### src/rtl/crumb_seq_ctrl.sv
// Burst sequencer for the head of a crumb-cell chain: streams LFSR bits with en high,
// drains the chain for CHAIN_LEN cycles, then reports done. Option: CRUMB_SEQ_CONT_EN.
module crumb_seq_ctrl #(
  parameter int unsigned BW           = 8,
  parameter int unsigned CHAIN_LEN    = 4,
  parameter logic [15:0] SEED_DEFAULT = 16'hACE1
) (
  input  logic          clk,
  input  logic          rst_n,
  input  logic          start,
  input  logic          stop,
  input  logic          seed_we,
  input  logic [15:0]   seed,
  input  logic [BW-1:0] burst_len,
  output logic          en_o,
  output logic          rbit_o,
  output logic          busy,
  output logic          done,
  output logic [BW-1:0] sent_cnt
);

  localparam int unsigned DW = (CHAIN_LEN > 1) ? $clog2(CHAIN_LEN) : 1;

`ifdef CRUMB_SEQ_CONT_EN
  localparam bit ContEn = 1'b1;
`else
  localparam bit ContEn = 1'b0;
`endif

  typedef enum logic [1:0] {StIdle, StRun, StDrain, StDone} state_e;

  state_e          r_state;
  logic [15:0]     r_lfsr;
  logic [BW-1:0]   r_len;
  logic [BW-1:0]   r_cnt;
  logic [DW-1:0]   r_drain;
  logic            r_cont;
  logic            r_en;
  logic            r_rbit;
  logic            r_busy;
  logic            r_done;

  logic            w_fb;
  logic            w_start_ok;
  logic [15:0]     w_seed_val;
  logic [BW-1:0]   w_cnt_inc;
  logic            w_last;

  assign w_fb       = r_lfsr[0] ^ r_lfsr[2] ^ r_lfsr[3] ^ r_lfsr[5];
  // A zero-length start is only meaningful as a continuous burst.
  assign w_start_ok = start & ~stop & (ContEn | (burst_len != '0));
  assign w_seed_val = (seed == 16'h0000) ? SEED_DEFAULT : seed;
  assign w_cnt_inc  = r_cnt + 1'b1;
  assign w_last     = ~r_cont & (w_cnt_inc == r_len);

  always_ff @(posedge clk or negedge rst_n) begin
    if (!rst_n) begin
      r_state <= StIdle;
      r_lfsr  <= SEED_DEFAULT;
      r_len   <= '0;
      r_cnt   <= '0;
      r_drain <= '0;
      r_cont  <= 1'b0;
      r_en    <= 1'b0;
      r_rbit  <= 1'b0;
      r_busy  <= 1'b0;
      r_done  <= 1'b0;
    end else begin
      unique case (r_state)
        StIdle, StDone: begin
          r_en   <= 1'b0;
          r_rbit <= 1'b0;
          r_busy <= 1'b0;
          if (w_start_ok) begin
            r_len   <= burst_len;
            r_cont  <= (burst_len == '0);
            r_cnt   <= '0;
            r_done  <= 1'b0;
            r_state <= StRun;
          end else begin
            if (seed_we) r_lfsr <= w_seed_val;
            r_done <= (r_state == StDone);
          end
        end
        StRun: begin
          r_busy <= 1'b1;
          if (stop) begin
            r_en    <= 1'b0;
            r_rbit  <= 1'b0;
            r_drain <= '0;
            r_state <= StDrain;
          end else begin
            r_en   <= 1'b1;
            r_rbit <= r_lfsr[0];
            r_lfsr <= {w_fb, r_lfsr[15:1]};
            // Saturate in counted bursts, wrap in continuous mode.
            if (r_cont || (r_cnt != '1)) r_cnt <= w_cnt_inc;
            if (w_last) begin
              r_drain <= '0;
              r_state <= StDrain;
            end
          end
        end
        StDrain: begin
          r_en   <= 1'b0;
          r_rbit <= 1'b0;
          r_busy <= 1'b1;
          if (r_drain == DW'(CHAIN_LEN - 1)) begin
            r_state <= StDone;
          end else begin
            r_drain <= r_drain + 1'b1;
          end
        end
        default: r_state <= StIdle;
      endcase
    end
  end

  assign en_o     = r_en;
  assign rbit_o   = r_rbit;
  assign busy     = r_busy;
  assign done     = r_done;
  assign sent_cnt = r_cnt;

endmodule

### config.mk
export PLATFORM = sky130hd
export DESIGN_NAME = crumb_seq_ctrl
export DESIGN_NICKNAME = d
export VERILOG_FILES = /design/src/rtl/crumb_seq_ctrl.sv
export SDC_FILE = /design/constraint.sdc
export NUM_CORES = 1
export LEC_CHECK = 0
export ABC_AREA = 1
export BUFFER_PORTS_ARGS = -buffer_cell sky130_fd_sc_hd__buf_4
export CELL_PAD_IN_SITES_DETAIL_PLACEMENT = 1
export CELL_PAD_IN_SITES_GLOBAL_PLACEMENT = 2
export CORE_AREA = 3 3 92 94
export CTS_BUF_LIST = sky130_fd_sc_hd__clkbuf_4 sky130_fd_sc_hd__clkbuf_8
export DETAILED_ROUTE_END_ITERATION = 8
export DIE_AREA = 0 0 95 97
export PLACE_DENSITY = 0.76
export SYNTH_ARGS = -nofsm -noshare
export SYNTH_HDL_FRONTEND = slang
export SYNTH_SLANG_ARGS = --single-unit
### constraint.sdc
create_clock -name clk -period 1.6 [get_ports clk]
set_input_delay 0.08 -clock clk [delete_from_list [all_inputs] [get_ports clk]]
set_output_delay 0.08 -clock clk [all_outputs]
set_load 0.03 [all_outputs]
After elaboration in Yosys (flattened, before gate mapping)
Cells that the tools add are included.
{"block": "word_totals", "register_bits": 41, "latch_bits": 0, "ramBits": 0, "romBits": 0, "in_bits": 29, "output_inout_bits": 12, "wordCells": 73, "memories": 0}
{"block": "op_classes", "addsub": 2, "mul": 0, "div_mod_pow": 0, "n_lt_le_gt_ge": 0, "eq_ne": 14, "shift": 0, "muxes": 24, "bitwise_logic": 8, "n_reduce_logical": 15}
{"op": "$mux 16", "n": 4}
{"op": "$pmux 16 s2", "n": 1}
{"op": "$mux 8", "n": 3}
{"op": "$logic_not 16->1", "n": 1}
{"op": "$pmux 8 s2", "n": 1}
{"op": "$mux 2", "n": 7}
{"op": "$ne 2x2->1 const B", "n": 7}
{"op": "$add 8x1->8 const B", "n": 1}
{"op": "$eq 8x8->1", "n": 1}
{"op": "$logic_not 8->1", "n": 1}
{"op": "$ne 8x8->1 const B", "n": 1}
{"op": "$reduce_and 4->1", "n": 2}
{"op": "$reduce_bool 8->1", "n": 1}
{"op": "$eq 2x2->1 const B", "n": 3}
{"op": "$pmux 1 s2", "n": 3}
{"op": "$pmux 2 s3", "n": 1}
{"op": "$reduce_and 3->1", "n": 2}
{"op": "$pmux 2 s2", "n": 1}
{"op": "$reduce_bool 2->1", "n": 2}
{"op": "$reduce_or 2->1", "n": 2}
{"op": "$and 1x1->1", "n": 3}
{"op": "$mux 1", "n": 3}
{"op": "$ne 3x3->1 const B", "n": 1}
{"op": "$reduce_or 3->1", "n": 1}
{"op": "7 further kinds", "n": 10}

Logic depth before layout (Yosys ltp)
Gate-level depths: netlist of the first run.
{"block": "depth", "word_depth": 6, "ltp_mapped": 14, "ltp_nobuf": 14}

Worst setup path after synthesis of the first run
Ideal clock, no wire load.
{"block": "synth_timing", "kind": "reg-to-reg", "start": "register r_cnt[1], in the netlist sent_cnt[1]", "end": "register r_drain[0]", "setup_time_ps": 117, "arrival_time_ps": 1701, "required_time_ps": 1483, "setup_slack_ps": -218, "path_stages_with_launch": 15, "path_buffers": 0, "synth_period_minus_slack_ps": 1818, "path_cell_list": "dfrtp_1 ha_1 nand2_1 clkinv_1 nand3_1 nand2_1 nor2_1 nor2_1 nand2_1 nor2_1 nand2_1 nand2_2 nand2_2 nand2_1 nand2_1"}
{"block": "synth_between", "elab_chain_len": 5}
{"element": "start: declaration", "line": "35", "rtl": "logic [BW-1:0] r_cnt;"}
{"element": "start signal: assignment", "line": "97", "rtl": "if (r_cont || (r_cnt != '1)) r_cnt <= w_cnt_inc;"}
{"element": "$add 8x1->8", "line": "53", "rtl": "assign w_cnt_inc = r_cnt + 1'b1;"}
{"element": "$eq 8x8->1", "line": "54", "rtl": "assign w_last = ~r_cont & (w_cnt_inc == r_len);"}
{"element": "$and 1x1->1", "line": "54"}
{"element": "$ne 3x3->1 (no line)"}
{"element": "$reduce_and 3->1 (no line)"}
{"element": "end signal: assignment", "line": "111", "rtl": "r_drain <= r_drain + 1'b1;"}
{"element": "end: declaration", "line": "36", "rtl": "logic [DW-1:0] r_drain;"}
No other way between the ends.
A chain may end at the register's enable or synchronous reset.

Worst setup path after layout of the first run
{"block": "layout_timing", "start": "register r_cnt[1], in the netlist sent_cnt[1]", "end": "register r_drain[1]"}
The elaborated chain is that of the path after synthesis.

==> metrics.md, run 1 <==
| Metric | Value |
|---|---|
| Peak Freq | 581 MHz |
| DP Cell Count | 469 |
| H-tree depth | 2 |
| DP HPWL | 4.93 mm |
| Drt drc | 0 |
| Vias per cell | 4.57 |
| CP peak stage delay | 0.41 ns |
| IO buf count | 40 |
| Skew final | 0.00651 ns |
| Post-Synthesis Cells | 303 |
| Die height | 97 um |
| Initial antenna violation count | 0 |
| Final net count | 423 |
| Required time worst endpoint | 1.78 ns |
| Antenna viol nets, final | 0 |
| Synth warn | 0 |
| Main area contributors after synthesis | dfrtp_1, nand2_1, dfstp_2 |
| Leak | 1.70 nW |
| Worst-margin pin slew | 0.539 ns |
| Crit. End Element | flip-flop |
| Syn Area/Cell | 7.40 um2 |
| RSZ-0062 raised after global routing | true |
| Failing checks | negative setup slack |
| CTS clk-pin slew, worst paths | 0.08 ns |
| Mapped Area | 2240 um2 |
| Gpl congestion | 0.779 |
| Row count | 32 |
| CP startpoint kind | flip-flop |
| Hold_ws | 0.0102 ns |
| Global-route wire length before repair | 11.2 mm |
| Worst skew pair latency | 0.29 ns |
| Clk sinks | 41 |
| CTS tree | built |
| CTS buffer count | 5 |
| Cell taking the most area after synthesis | dfrtp_1 |
| Crit Path Category | reg -> reg |
| Post-Route WL | 6.81 mm |
| Die footprint | 9220 um2 |
| Slowest-stage cell, CP | dfrtp_2 |
| Outcome | finished, violations left |
| Largest net degree at the start of global routing | 42 |
| Fraction of layout cells with a size suffix above 1 | 0.434 |
| Most used cell, CP | nand2_1 |
| Routed vias | 2,243 |
| Boundary Pins | 41 |
| Synth top area share | 0.368 |
| Max Fanout on Critical Path | 6 |
| CP arrival | 1.91 ns |
| Die Width | 95 um |
| Cells along the critical path | buf_6 > nand2_4 > nor2_4 > nand3_2 > nand2_1 > nand2_1 > nand2_1 > nand2_1 > nor2_1 > nand2_1 > nand2_4 > nand2_2 > nand2_1 > nand2_1 |
| Root buf cell | clkbuf_8 |
| Flops & latches, synth | 41 |
| Final worst-path cycle share | 1.08 |
| Worst hold path type | in -> reg |
| Wire length per cell | 13.9 um |
| Rel. slew slack | 0.640 |
| Register area share after synthesis | 0.462 |
| Final setup vio count | 20 |
| Initial core utilization | 0.290 |
| Vias in the first global route | 2,276 |
| GR Util All Layers | 0.153 |
| Core ar. | 7730 um2 |
| Setup ws final | -0.121 ns |
| Area growth syn-to-layout | 53.8% |
| Grt total ovfl | 0 |
| Yosys cell types | 27 |
| Non-filler cells in the finished layout | 491 |
| Count of inserted antenna diode cells | 0 |
| Pins Over Slew Limit | 0 |
| Max-cap violations | 0 |
| Pwr dens | 1980 nW/um2 |
| Fin crit period | 1.72 ns |
| Drt initial violations | 48 |
| Mapped Nets | 338 |
| CTS Buffer Depth | 2 |
| Peak VDD IR | 0.859 mV |
| Hold Fails Final Rpt | 0 |
| 1st-pass router iterations | 4 |
==> final timing paths <==
check,startpoint,to,slack (ns),depth (start not counted)
worst max-delay path,sent_cnt[1],r_drain[1],-0.12,14
worst min-delay path,burst_len[0],r_len[0],0.01,3
worst max register to register,sent_cnt[1],r_drain[1],-0.12,14
worst min register to register,r_lfsr[13],r_lfsr[13],0.48,2
max in group asynchronous,rst_n,sent_cnt[0],0.89,2
min in group asynchronous,rst_n,r_lfsr[1],0.31,2
==> layout by cell type (no fill, tap or decap), drive strengths merged, types with 2 or more instances in the layout <==
cell type / netlist / routed
nand3: 23 / 23
nand4: 2 / 2
o22ai: 7 / 7
nand2: 119 / 119
inv: 31 / 31
o21ai: 27 / 27
xnor2: 3 / 3
nor4: 4 / 4
o21bai: 2 / 2
dfrtp: 33 / 33
dlygate4sd3: 0 / 4
ha: 6 / 6
dfstp: 8 / 8
nor2: 24 / 24
clkbuf: 2 / 9
buf: 5 / 79
==> per-stage QoR <==
step / util / setup TNS (ns) / cell area (um2) / power, mW / worst slack [ns]
finish: 0.446 / -1.13 / 3450 / 6.84 / -0.121
global route: 0.446 / -3.92 / 3450 / 7.45 / -0.310
CTS: 0.411 / -0.364 / 3180 / 5.89 / -0.0922
detailed placement: 0.377 / -1.06 / 2910 / 4.70 / -0.127
global placement: 0.377 / -0.692 / 2910 / 4.63 / -0.139
floorplan: - / -0.166 / 2290 / 3.64 / -0.0416
==> sequential cells by signal, indices dropped and copies added, names as in the netlist <==
name and cells:
r_drain 2, sent_cnt 8, en_o 1, r_len 8, busy 1, r_cont 1
r_lfsr 16, r_state 2, done 1, rbit_o 1
==> cells in the mapped netlist <==
| library cell | n |
|---|---|
| a21oi_1 | 1 |
| a22o_1 | 1 |
| and2_1 | 1 |
| buf_1 | 1 |
| buf_2 | 4 |
| clkbuf_1 | 2 |
| clkinv_1 | 1 |
| dfrtp_1 | 33 |
| dfstp_2 | 8 |
| ha_1 | 6 |
| inv_1 | 26 |
| inv_2 | 5 |
| nand2_1 | 114 |
| nand2_2 | 5 |
| nand3_1 | 23 |
| nand3b_2 | 1 |
| nand4_1 | 2 |
| nor2_1 | 22 |
| nor2_4 | 2 |
| nor3_1 | 1 |
| nor4_1 | 4 |
| o21ai_0 | 14 |
| o21ai_1 | 13 |
| o21bai_1 | 2 |
| o22ai_1 | 7 |
| or2_2 | 1 |
| xnor2_1 | 3 |
==> cells by family (layout without fill, tap and decap cells) <==
group,count (synthesis),after routing,synth area share
compound gates,38,38,0.0926
xor+xnor,3,3,0.0117
buf+inv,39,125,0.0675
fa+ha+maj,6,6,0.0335
simple gates,176,176,0.333
flops,41,41,0.462
==> layout make-up <==
| class | count | area, um2 |
|---|---|---|
| clock buffers | 7 | 90.1 |
| clock inverters | 1 | 30.0 |
| fillers | 925 | 4280 |
| inverters | 32 | 134 |
| multi-input cells | 223 | 1310 |
| flip-flops and latches | 41 | 1040 |
| well taps | 102 | 128 |
| repair buffers | 85 | 713 |
==> metal layers <==
metal	global-route usage	part of all wire	vias up
li1	-	-	1132
met1	0.220	0.48	1075
met2	0.238	0.48	30
met3	0.0288	0.030	6
met4	0.0333	0.013	0
met5	0	0	-
==> power breakdown <==
part	switching, mW	leakage [nW]	internal, mW
combinational	2.22	1.14	1.86
clock	0.371	0.0619	0.526
sequential	0.338	0.503	1.52
==> worst max-delay path, delay by kind of cell, from the launching register on <==
kind | cells | cell delay [ns]
and+or+nand+nor | 13 | 1.08
buffers and inverters | 1 | 0.13
DFF | 1 | 0.41
==> what timing repair did <==
action / CTS / global route
gates cloned: 0 / 2
setup buffers: 5 / 3
endpoints found under the setup margin: 27 / 28
endpoints found under the hold margin: 36 / 0
pin swaps: 2 / 11
gates resized for setup: 18 / 55
hold buffers: 4 / 0
Note: power is estimated with default switching activity, not from simulation.
==> inputs of run 2 (changes only) <==
--- a/config.mk
+++ b/config.mk
@@ -9,11 +9,11 @@
 export BUFFER_PORTS_ARGS = -buffer_cell sky130_fd_sc_hd__buf_4
 export CELL_PAD_IN_SITES_DETAIL_PLACEMENT = 1
 export CELL_PAD_IN_SITES_GLOBAL_PLACEMENT = 2
-export CORE_AREA = 3 3 92 94
-export CTS_BUF_LIST = sky130_fd_sc_hd__clkbuf_4 sky130_fd_sc_hd__clkbuf_8
+export CORE_AREA = 3 3 120 76
+export CTS_BUF_LIST = sky130_fd_sc_hd__clkbuf_8 sky130_fd_sc_hd__clkbuf_16
 export DETAILED_ROUTE_END_ITERATION = 8
-export DIE_AREA = 0 0 95 97
-export PLACE_DENSITY = 0.76
+export DIE_AREA = 0 0 123 79
+export PLACE_DENSITY = 0.74
 export SYNTH_ARGS = -nofsm -noshare
 export SYNTH_HDL_FRONTEND = slang
 export SYNTH_SLANG_ARGS = --single-unit
==> metrics.md, run 2 (synthesis results as in run 1) <==
| Metric | Value |
|---|---|
| Crit Path Category | reg -> reg |
| Reg2reg path depth | 9 |
| Boundary Pins | 41 |
| Final core utilization | 0.409 |
| Row count | 25 |
| Crit. End Element | flip-flop |
| Hold Fails Final Rpt | 0 |
| Crit path launch | r_state[1] |
| Largest net degree at the start of global routing | 42 |
| Wire length per cell | 14.3 um |
| Grt total ovfl | 0 |
| Reg2Reg Launch Point | r_state[1] |
| Hold_ws | 0.00267 ns |
| Outcome | finished, violations left |
| H-tree depth | 2 |
| Fraction of layout cells with a size suffix above 1 | 0.353 |
| Drt drc | 0 |
| Root buf cell | clkbuf_16 |
| Drt initial violations | 61 |
| CP startpoint kind | flip-flop |
| DP Cell Count | 471 |
| CTS Buffer Depth | 2 |
| Routed vias | 2,187 |
| Area growth syn-to-layout | 44.3% |
| Commonest non-fill, non-tap cell in the layout | nand2_1 |
| Pwr dens | 1830 nW/um2 |
| Worst R2R Setup Slack | -0.12 ns |
| Pins Over Slew Limit | 0 |
| Worst skew pair latency | 0.29 ns |
| Gpl congestion | 0.809 |
| Final setup vio count | 22 |
| Rel. slew slack | 0.626 |
| Max reg flops | 16 |
| Global-route wire length before repair | 11.1 mm |
| Most frequent cells in the layout | nand2_1, buf_4, inv_1, dfrtp_1, nor2_1 |
| Initial core utilization | 0.283 |
| RR Endpoint | sent_cnt[7] |
| Core ar. | 7910 um2 |
| Failing checks | negative setup slack |
| Worst hold path type | in -> reg |
| CTS tree | built |
| Worst-margin pin slew | 0.560 ns |
| Die Width | 123 um |
| IO buf count | 40 |
| Max Fanout on Critical Path | 5 |
| Die height | 79 um |
| CTS buffer count | 5 |
| Peak Freq | 580 MHz |
| Required time worst endpoint | 1.76 ns |
| Initial antenna violation count | 0 |
| Antenna viol nets, final | 0 |
| DP HPWL | 5.30 mm |
| Vias in the first global route | 2,134 |
| Final worst-path cycle share | 1.08 |
| Max-cap violations | 0 |
| Clk sinks | 41 |
| Fin crit period | 1.72 ns |
| Non-filler cells in the finished layout | 488 |
| Vias per cell | 4.48 |
| Hold EP | en_o |
| RSZ-0062 raised after global routing | true |
| Hold Path Depth | 2 |
| Count of inserted antenna diode cells | 0 |
| 1st-pass router iterations | 4 |
| Die footprint | 9720 um2 |
| Post-Route WL | 6.96 mm |
| CTS clk-pin slew, worst paths | 0.06 ns |
| CP arrival | 1.89 ns |
| Hold Path Origin | stop |
| Leak | 1.63 nW |
| Setup ws final | -0.125 ns |
| GR Util All Layers | 0.149 |
| Reg with most FFs | r_lfsr |
| Final Cell Area | 3240 um2 |
| Final net count | 414 |
| Peak VDD IR | 0.810 mV |
| Skew final | 0.00634 ns |
| DP Area | 2900 um2 |
==> run 2: cell count changes in the layout (fill, tap and decap cells not counted), sizes merged <==
cell         delta
buf             -5
bufinv          -1
clkbuf          -4
dlygate4sd3     -2
inv             +3
==> run 2: worst max-delay path by stage <==
stage / end / slack (ns) / cells after the start
floorplan: r_drain[0] / -0.04 / 10
global placement: sent_cnt[5] / -0.12 / 9
detailed placement: sent_cnt[5] / -0.12 / 9
CTS: r_drain[1] / -0.09 / 10
global route: r_drain[0] / -0.24 / 14
finish: sent_cnt[7] / -0.12 / 9
==> run 2: layer usage <==
metal	global-route usage	share of wire	vias to the layer above
met5	0	0	-
met4	0.0431	0.012	0
met3	0.0391	0.040	7
met2	0.192	0.38	29
met1	0.237	0.57	1029
li1	-	-	1122
==> run 2: final cells by class <==
| cell class | instances | area [um2] |
|---|---|---|
| clock inverters | 3 | 11.3 |
| clock buffers | 5 | 125 |
| repair buffers | 76 | 596 |
| well taps | 108 | 135 |
| fillers | 984 | 4680 |
| inverters | 32 | 126 |
| flip-flops and latches | 41 | 1040 |
| multi-input cells | 223 | 1200 |
==> run 2: power breakdown <==
part,internal (mW),total [mW],switching [mW]
Clock,0.561,0.968,0.407
Sequential,1.52,1.79,0.263
Combinational,1.32,3.16,1.85
==> run 2: through the flow <==
| step | power, mW | setup slack (ns) | setup TNS, ns |
|---|---|---|---|
| floorplan | 3.64 | -0.0416 | -0.166 |
| global placement | 4.68 | -0.118 | -0.955 |
| detailed placement | 4.73 | -0.123 | -1.56 |
| CTS | 5.92 | -0.0852 | -0.310 |
| global route | 6.48 | -0.240 | -4.37 |
| finish | 5.92 | -0.125 | -0.820 |
==> run 2: critical path, stage by stage (launching register included) <==
cell	delay, ns
dfrtp_1	0.42
inv_1	0.09
ha_1	0.18
inv_2	0.08
nor2_2	0.16
o21bai_4	0.18
nand3_4	0.16
buf_4	0.18
nand2_1	0.05
o21ai_0	0.09
==> run 2: repair_timing <==
action / in CTS / in global routing
buffers inserted: 3 / 4
endpoints found under the setup margin: 27 / 34
pin swaps: 4 / 4
gates resized for setup: 18 / 14
endpoints found under the hold margin: 34 / 0
hold buffers: 2 / 0
